## config.mk

```make
export PLATFORM = sky130hd
export DESIGN_NAME = ib_lut_page_writer_flat
export DESIGN_NICKNAME = d
export VERILOG_FILES = /design/src/rtl/ib_lut_pkg.sv /design/src/rtl/ib_lut_page_writer_if.sv /design/src/rtl/ib_lut_wr_port_reg.sv /design/src/rtl/ib_lut_page_writer.sv /design/src/flat_wrapper.sv
export SDC_FILE = /design/constraint.sdc
export NUM_CORES = 1
export LEC_CHECK = 0
export BUFFER_PORTS_ARGS = -buffer_cell sky130_fd_sc_hd__buf_2
export CAP_MARGIN = 20
export CORE_ASPECT_RATIO = 1.75
export CORE_MARGIN = 2
export CORE_UTILIZATION = 40
export DETAILED_ROUTE_END_ITERATION = 7
export PLACE_DENSITY_LB_ADDON = 0.12
export SETUP_SLACK_MARGIN = 0.15
export SLEW_MARGIN = 25
export SYNTH_ARGS = -nofsm -noshare
export SYNTH_HDL_FRONTEND = slang
export SYNTH_SLANG_ARGS = --single-unit
```

## constraint.sdc

```tcl
create_clock -name write_clk -period 4.37 [get_ports write_clk]
set_input_delay 0 -clock write_clk [delete_from_list [all_inputs] [get_ports write_clk]]
set_output_delay 0 -clock write_clk [all_outputs]
set_load 0.005 [all_outputs]
```

## src/rtl/ib_lut_pkg.sv

```systemverilog
// Shared constants, width helpers and FSM encoding for the IB-VNU LUT page writer
// and the LUT RAM side it feeds.
package ib_lut_pkg;

  localparam int IB_QUAN_SIZE     = 3;
  localparam int IB_LUT_PORT_SIZE = 3;
  localparam int IB_BANK_NUM      = 1;
  localparam int IB_ITER_W        = 5;

  // LUT address width: the table spans two messages (minus the sign bit), MSB picks the half.
  function automatic int entry_addr_of(input int quan_size);
    return $clog2(2 ** (quan_size * 2 - 1));
  endfunction

  function automatic int page_num_of(input int entry_addr);
    return 2 ** (entry_addr - 1);
  endfunction

  localparam int IB_ENTRY_ADDR = entry_addr_of(IB_QUAN_SIZE);
  localparam int IB_DATA_W     = IB_LUT_PORT_SIZE * IB_BANK_NUM;

  typedef enum logic [1:0] {
    ST_IDLE = 2'd0,
    ST_LOAD = 2'd1,
    ST_DONE = 2'd2
  } load_state_e;

endpackage

```

## src/rtl/ib_lut_page_writer_if.sv

```systemverilog
// LUT word stream plus the replicated RAM write bus driven by the page writer.
interface ib_lut_page_writer_if
  import ib_lut_pkg::*;
#(
  parameter int ADDR_W = IB_ENTRY_ADDR,
  parameter int DATA_W = IB_DATA_W
) ();

  logic [DATA_W-1:0] lut_data_in;
  logic              lut_valid;
  logic              lut_ready;

  logic [ADDR_W-1:0] page_addr_ram_replicate_0;
  logic [ADDR_W-1:0] page_addr_ram_replicate_1;
  logic [DATA_W-1:0] ram_write_data_0;
  logic [DATA_W-1:0] ram_write_data_1;
  logic              ib_ram_we;

  // The writer is the master of the RAM banks and consumer of the stream.
  modport master (
    input  lut_data_in, lut_valid,
    output lut_ready,
    output page_addr_ram_replicate_0, page_addr_ram_replicate_1,
    output ram_write_data_0, ram_write_data_1, ib_ram_we
  );

  modport slave (
    output lut_data_in, lut_valid,
    input  lut_ready,
    input  page_addr_ram_replicate_0, page_addr_ram_replicate_1,
    input  ram_write_data_0, ram_write_data_1, ib_ram_we
  );

endinterface

```

## src/rtl/ib_lut_wr_port_reg.sv

```systemverilog
// One registered write port (address/data/enable) toward a LUT RAM replica.
// Address and data hold their last written value while the enable is low.
module ib_lut_wr_port_reg #(
  parameter int ADDR_W = 5,
  parameter int DATA_W = 3
) (
  input  logic              clk,
  input  logic              rst_n,
  input  logic              wr_en,
  input  logic [ADDR_W-1:0] wr_addr,
  input  logic [DATA_W-1:0] wr_data,
  output logic [ADDR_W-1:0] addr,
  output logic [DATA_W-1:0] data,
  output logic              we
);

  // NOTE: non-blocking assignments so every register samples pre-edge values.
  always_ff @(posedge clk or negedge rst_n) begin
    if (!rst_n) begin
      addr <= '0;
      data <= '0;
      we   <= 1'b0;
    end else begin
      we <= wr_en;
      if (wr_en) begin
        addr <= wr_addr;
        data <= wr_data;
      end
    end
  end

endmodule

```

## src/rtl/ib_lut_page_writer.sv

```systemverilog
// Write-side master for the IB-VNU LUT RAMs: streams one iteration's LUT contents
// into the inactive half, through two identical registered write ports.
module ib_lut_page_writer
  import ib_lut_pkg::*;
#(
  parameter int QUAN_SIZE     = IB_QUAN_SIZE,
  parameter int LUT_PORT_SIZE = IB_LUT_PORT_SIZE,
  parameter int BANK_NUM      = IB_BANK_NUM,
  parameter int ITER_W        = IB_ITER_W
) (
  input  logic                  write_clk,
  input  logic                  rstn,
  input  logic                  load_start,
  input  logic                  load_half,
  input  logic [ITER_W-1:0]     load_iter_in,
  input  logic                  load_abort,
  ib_lut_page_writer_if.master  bus,
  output logic                  load_busy,
  output logic                  load_done,
  output logic [ITER_W-1:0]     load_iter_out,
  output logic                  err_start_busy
);

  localparam int ENTRY_ADDR = entry_addr_of(QUAN_SIZE);
  localparam int PAGE_NUM   = page_num_of(ENTRY_ADDR);
  localparam int DATA_W     = LUT_PORT_SIZE * BANK_NUM;
  localparam int CNT_W      = ENTRY_ADDR - 1;
  localparam logic [CNT_W-1:0] LAST_IDX = CNT_W'(PAGE_NUM - 1);

  load_state_e       state, state_next;
  logic [CNT_W-1:0]  cnt, cnt_next;
  logic              half_q, half_next;
  logic [ITER_W-1:0] tag_q, tag_next;
  logic              accept;
  logic              ready_c;
  logic              err_c;
  logic [1:0]        we_rep;

  // NOTE: defaults first so no path leaves a variable unassigned (no latches).
  always_comb begin
    state_next = state;
    cnt_next   = cnt;
    half_next  = half_q;
    tag_next   = tag_q;
    ready_c    = 1'b0;
    err_c      = 1'b0;
    accept     = 1'b0;
    case (state)
      ST_IDLE: begin
        if (load_start && !load_abort) begin
          state_next = ST_LOAD;
          cnt_next   = '0;
          half_next  = load_half;
          tag_next   = load_iter_in;
        end
      end
      ST_LOAD: begin
        ready_c = 1'b1;
        accept  = bus.lut_valid;
        err_c   = load_start;
        if (accept) cnt_next = cnt + 1'b1;
        // Abort wins over completion; a beat accepted alongside it is still written.
        if (load_abort)                   state_next = ST_IDLE;
        else if (accept && cnt == LAST_IDX) state_next = ST_DONE;
      end
      ST_DONE: begin
        err_c      = load_start;
        state_next = ST_IDLE;
      end
      default: state_next = ST_IDLE;
    endcase
  end

  always_ff @(posedge write_clk or negedge rstn) begin
    if (!rstn) begin
      state         <= ST_IDLE;
      cnt           <= '0;
      half_q        <= 1'b0;
      tag_q         <= '0;
      load_iter_out <= '0;
    end else begin
      state  <= state_next;
      cnt    <= cnt_next;
      half_q <= half_next;
      tag_q  <= tag_next;
      if (state == ST_LOAD && state_next == ST_DONE) load_iter_out <= tag_q;
    end
  end

  assign bus.lut_ready  = ready_c;
  assign err_start_busy = err_c;
  assign load_busy      = (state != ST_IDLE);
  assign load_done      = (state == ST_DONE);

  ib_lut_wr_port_reg #(.ADDR_W(ENTRY_ADDR), .DATA_W(DATA_W)) u_port_0 (
    .clk     (write_clk),
    .rst_n   (rstn),
    .wr_en   (accept),
    .wr_addr ({half_q, cnt}),
    .wr_data (bus.lut_data_in),
    .addr    (bus.page_addr_ram_replicate_0),
    .data    (bus.ram_write_data_0),
    .we      (we_rep[0])
  );

  ib_lut_wr_port_reg #(.ADDR_W(ENTRY_ADDR), .DATA_W(DATA_W)) u_port_1 (
    .clk     (write_clk),
    .rst_n   (rstn),
    .wr_en   (accept),
    .wr_addr ({half_q, cnt}),
    .wr_data (bus.lut_data_in),
    .addr    (bus.page_addr_ram_replicate_1),
    .data    (bus.ram_write_data_1),
    .we      (we_rep[1])
  );

  // Both replica enables are identical registers; combining them keeps each one live.
  assign bus.ib_ram_we = we_rep[0] & we_rep[1];

endmodule

```

## src/flat_wrapper.sv

```systemverilog
// flat-port wrapper written by rule: the top's interface ports become plain ports
module ib_lut_page_writer_flat import ib_lut_pkg::*;
#(
  parameter int QUAN_SIZE     = IB_QUAN_SIZE,
  parameter int LUT_PORT_SIZE = IB_LUT_PORT_SIZE,
  parameter int BANK_NUM      = IB_BANK_NUM,
  parameter int ITER_W        = IB_ITER_W
)
  (write_clk, rstn, load_start, load_half, load_iter_in, load_abort, load_busy, load_done, load_iter_out, err_start_busy, bus_lut_data_in, bus_lut_valid, bus_lut_ready, bus_page_addr_ram_replicate_0, bus_page_addr_ram_replicate_1, bus_ram_write_data_0, bus_ram_write_data_1, bus_ib_ram_we);
  ib_lut_page_writer_if bus_i ();
  input  logic write_clk;
  input  logic rstn;
  input  logic load_start;
  input  logic load_half;
  input  logic [ITER_W-1:0] load_iter_in;
  input  logic load_abort;
  output logic load_busy;
  output logic load_done;
  output logic [ITER_W-1:0] load_iter_out;
  output logic err_start_busy;
  input wire logic [$bits(bus_i.lut_data_in)-1:0] bus_lut_data_in;
  input wire logic [$bits(bus_i.lut_valid)-1:0] bus_lut_valid;
  output wire logic [$bits(bus_i.lut_ready)-1:0] bus_lut_ready;
  output wire logic [$bits(bus_i.page_addr_ram_replicate_0)-1:0] bus_page_addr_ram_replicate_0;
  output wire logic [$bits(bus_i.page_addr_ram_replicate_1)-1:0] bus_page_addr_ram_replicate_1;
  output wire logic [$bits(bus_i.ram_write_data_0)-1:0] bus_ram_write_data_0;
  output wire logic [$bits(bus_i.ram_write_data_1)-1:0] bus_ram_write_data_1;
  output wire logic [$bits(bus_i.ib_ram_we)-1:0] bus_ib_ram_we;
  assign bus_i.lut_data_in = bus_lut_data_in;
  assign bus_i.lut_valid = bus_lut_valid;
  assign bus_lut_ready = bus_i.lut_ready;
  assign bus_page_addr_ram_replicate_0 = bus_i.page_addr_ram_replicate_0;
  assign bus_page_addr_ram_replicate_1 = bus_i.page_addr_ram_replicate_1;
  assign bus_ram_write_data_0 = bus_i.ram_write_data_0;
  assign bus_ram_write_data_1 = bus_i.ram_write_data_1;
  assign bus_ib_ram_we = bus_i.ib_ram_we;
  ib_lut_page_writer #(.QUAN_SIZE(QUAN_SIZE), .LUT_PORT_SIZE(LUT_PORT_SIZE), .BANK_NUM(BANK_NUM), .ITER_W(ITER_W)) u_core (.write_clk(write_clk), .rstn(rstn), .load_start(load_start), .load_half(load_half), .load_iter_in(load_iter_in), .load_abort(load_abort), .bus(bus_i), .load_busy(load_busy), .load_done(load_done), .load_iter_out(load_iter_out), .err_start_busy(err_start_busy));
endmodule
```

==> impl_metrics.toml <==
[status]
outcome = "complete, no violations"

[logic_synthesis]
yosys_warnings = 0
synth_cell_types = 29
synth_nets = 128
synthFlopType = "dfrtp_1"
synth_cells = 110
syn_avg_cell_area_sq_um = 11.6
synthArstFlopShare_pct = 100
synth_top_family_by_area = "multiplexers"
ys_seq_area_share_pct = 50.9
netlist_area_sq_mm = 0.00128
synth_fa_ha_area_share_pct = 3.91
synthXorXnorAreaFrac_pct = 0
synth-compound-area-share_pct = 9.88
synth-edff-count = 0
ys_ff_latch = 26
synth-simple-area-share_pct = 9.88
synth.mux.area_fraction_pct = 16.4

[worst_hold_path]
min_path_type = "input port to flip-flop"
hold_start = "load_abort"
whs_endpoint = "u_core.state[1]"
hold-path-cell-count = 3

[clocking]
cts-root-buf = "clkbuf_8"
clk_pin_slew_ns = 0.08
clock_latency_ns = 0.26
clockBufferDepth = 2
htreeDepth = 1
cts.sinks = 26
postCtsSetupBuffers = 0
cts_tree = "built"
numCtsBuffers = 3

[global_routing]
grt_pass1_vias = 840
grt_start_max_net_pins = 27
grt-ovfl-total = 0
antenna_found_initial = 0
grt_pass1_wl_um = 3680
grt_usage_pct = 13.5

[floorplan]
num_rows = 27
die-area_sq_mm = 0.00368
die_x_um = 46.7
ios = 40
initial_core_util_pct = 41.1
coreArea_sq_mm = 0.00311
fp.dieH_um = 78.8

[detailed_routing]
vias = 919
drc_errors = 0
dr.pass1.iters = 4
ant_nets = 0
wirelength_um = 2380
avgRoutedWirePerCell_um = 12.3
first_iter_violations = 14
viasPerCell = 4.74

[setup_path]
endpoint_kind = "flip-flop"
worstPathRequired_ns = 4.52
rrSetupSlack_ns = 2.22
reg2reg_to = "u_core.load_iter_out[4]"
worstRegToRegCells = 6
cp_max_fo = 7
critPathKind = "flip-flop to flip-flop"
startpoint_type = "flip-flop"
r2r-start = "u_core.state[1]"
crit_arrival_ns = 2.30

[layout]
ff_latch_area_sq_um = 651
nNetsFinal = 170
post-route-util_pct = 51.4
drive_above_1_share_pct = 42.4
fillers = 309
diodes = 0
multi_input_area_sq_um = 513
area_delta_synth_final_pct = 25.0

[place]
place_congestion = 0.787
io_buffer_count = 39
pre_cts_ws_ns = 2.26
hpwlAfterDp_um = 1780

[timing]
finalCriticalPeriod_ns = 2.15
max-slew-margin-rel_pct = 62.3
fin_setup_tns_ns = 0
rsz0062_at_grt = "false"
worst_pin_slew_ns = 0.566
setup_violations = 0
post-route-period-util_pct = 49.1
max_freq_mhz = 466
hold_viol = 0
fin_skew_ns = 0.00259
setup_slack_ns = 2.22
drv_slew = 0

[power]
power_mw = 0.801
peakVddDrop_mv = 0.308
p_per_area_mw_per_mm2 = 501
leakage_nw = 0.805

[job]
drv_cap = 0
[per-layer routing]
metal	vias to the layer above	global-route usage [%]	wire length, um
met2	35	22.2	1190
met5	-	0	0
met1	426	17.4	1050
met4	0	5.00	22
met3	2	2.05	123
li1	456	-	-
[flip-flops by register name, indices dropped and copies added, names as in the netlist]
| name | count |
|---|---|
| u_core.u_port_0.data | 3 |
| u_core.tag_q | 5 |
| u_core.u_port_0.addr | 5 |
| u_core.u_port_0.we | 1 |
| u_core.state | 2 |
| u_core.cnt | 4 |
| u_core.load_iter_out | 5 |
| u_core.half_q | 1 |
[logic make-up after synthesis]
| group | after synthesis |
|---|---|
| AOI/OAI and AO/OA | 19 |
| adders and majority gates | 4 |
| buffers and inverters | 20 |
| DFF | 26 |
| muxes | 17 |
| and+or+nand+nor | 24 |
[cell usage after synthesis, types with 2 or more instances]
| library cell | number | area share (%) |
|---|---|---|
| a21oi_1 | 4 | 1.6 |
| buf_2 | 2 | 0.78 |
| buf_4 | 8 | 4.7 |
| dfrtp_1 | 26 | 51 |
| ha_1 | 4 | 3.9 |
| inv_1 | 7 | 2.1 |
| mux2_2 | 12 | 11 |
| mux2_4 | 5 | 5.9 |
| nand2_1 | 7 | 2.1 |
| nand4_1 | 3 | 1.5 |
| nor2_1 | 3 | 0.88 |
| nor3_1 | 5 | 2.0 |
| o21ai_0 | 8 | 3.1 |
[report_power, final]
| part | switching (mW) | total [mW] | internal [mW] |
|---|---|---|---|
| clock | 0.0682 | 0.148 | 0.0803 |
| sequential | 0.0475 | 0.362 | 0.315 |
| combinational | 0.141 | 0.290 | 0.149 |
[per-stage QoR]
step,area (sq um),cells,hold WS (ns)
3_3_place_gp,1440,180,0.0307
4_1_cts,1600,194,0.0912
2_1_floorplan,1280,110,-0.296
5_1_grt,1600,194,0.107
3_5_place_dp,1440,180,0.0336
6_report,1600,194,0.0955
[worst max-delay path, cell delays in order, from the launching register on]
cell and delay (ns):
dfrtp_1 0.39, inv_1 0.14, ha_1 0.35, inv_2 0.13
o32ai_2 0.27, and4_1 0.42, mux2_4 0.33
[what timing repair did]
action | CTS | global route
hold buffers | 10 | 0
resized for setup | 0 | 0
endpoints found under the hold margin | 35 | 0
[cell usage in the layout, fill, tap and decap left out, drive strengths merged]
cell / netlist / layout
ha: 4 / 4
a31oi: 1 / 1
o21ai: 8 / 8
dlygate4sd3: 0 / 10
a21oi: 4 / 4
clkbuf: 1 / 4
a22o: 1 / 1
and2: 1 / 1
and4: 1 / 1
o221ai: 1 / 1
inv: 8 / 8
mux2: 17 / 17
and3b: 1 / 1
nor3: 5 / 5
buf: 11 / 39
nor2: 3 / 3
nand4: 3 / 3
and2b: 1 / 1
dfrtp: 26 / 26
a211oi: 1 / 1
a21boi: 1 / 1
nand2: 7 / 7
a221o: 1 / 1
nand3: 1 / 1
nand2b: 1 / 1
o32ai: 1 / 1
[worst max-delay path by stage]
stage                                from                 endpoint  slack, ns  depth (start not counted)
final                     u_core.state[1]  u_core.load_iter_out[4]       2.22                          6
after global routing      u_core.state[1]  u_core.load_iter_out[0]       2.13                          6
after CTS                 u_core.state[1]  u_core.load_iter_out[2]       2.24                          6
after detailed placement  u_core.state[1]  u_core.load_iter_out[2]       2.26                          6
after global placement    u_core.state[1]  u_core.load_iter_out[2]       2.35                          6
after floorplan           u_core.state[1]  u_core.load_iter_out[0]       2.54                          7
[final cells by class]
type | instances | area share [%]
Clock buffer | 4 | 3.45
Inverter | 8 | 1.88
Multi-Input combinational cell | 64 | 32.1
Sequential cell | 26 | 40.7
Tap cell | 43 | 3.37
Timing Repair Buffer | 49 | 18.5
Note: power is estimated with default switching activity, not from simulation.
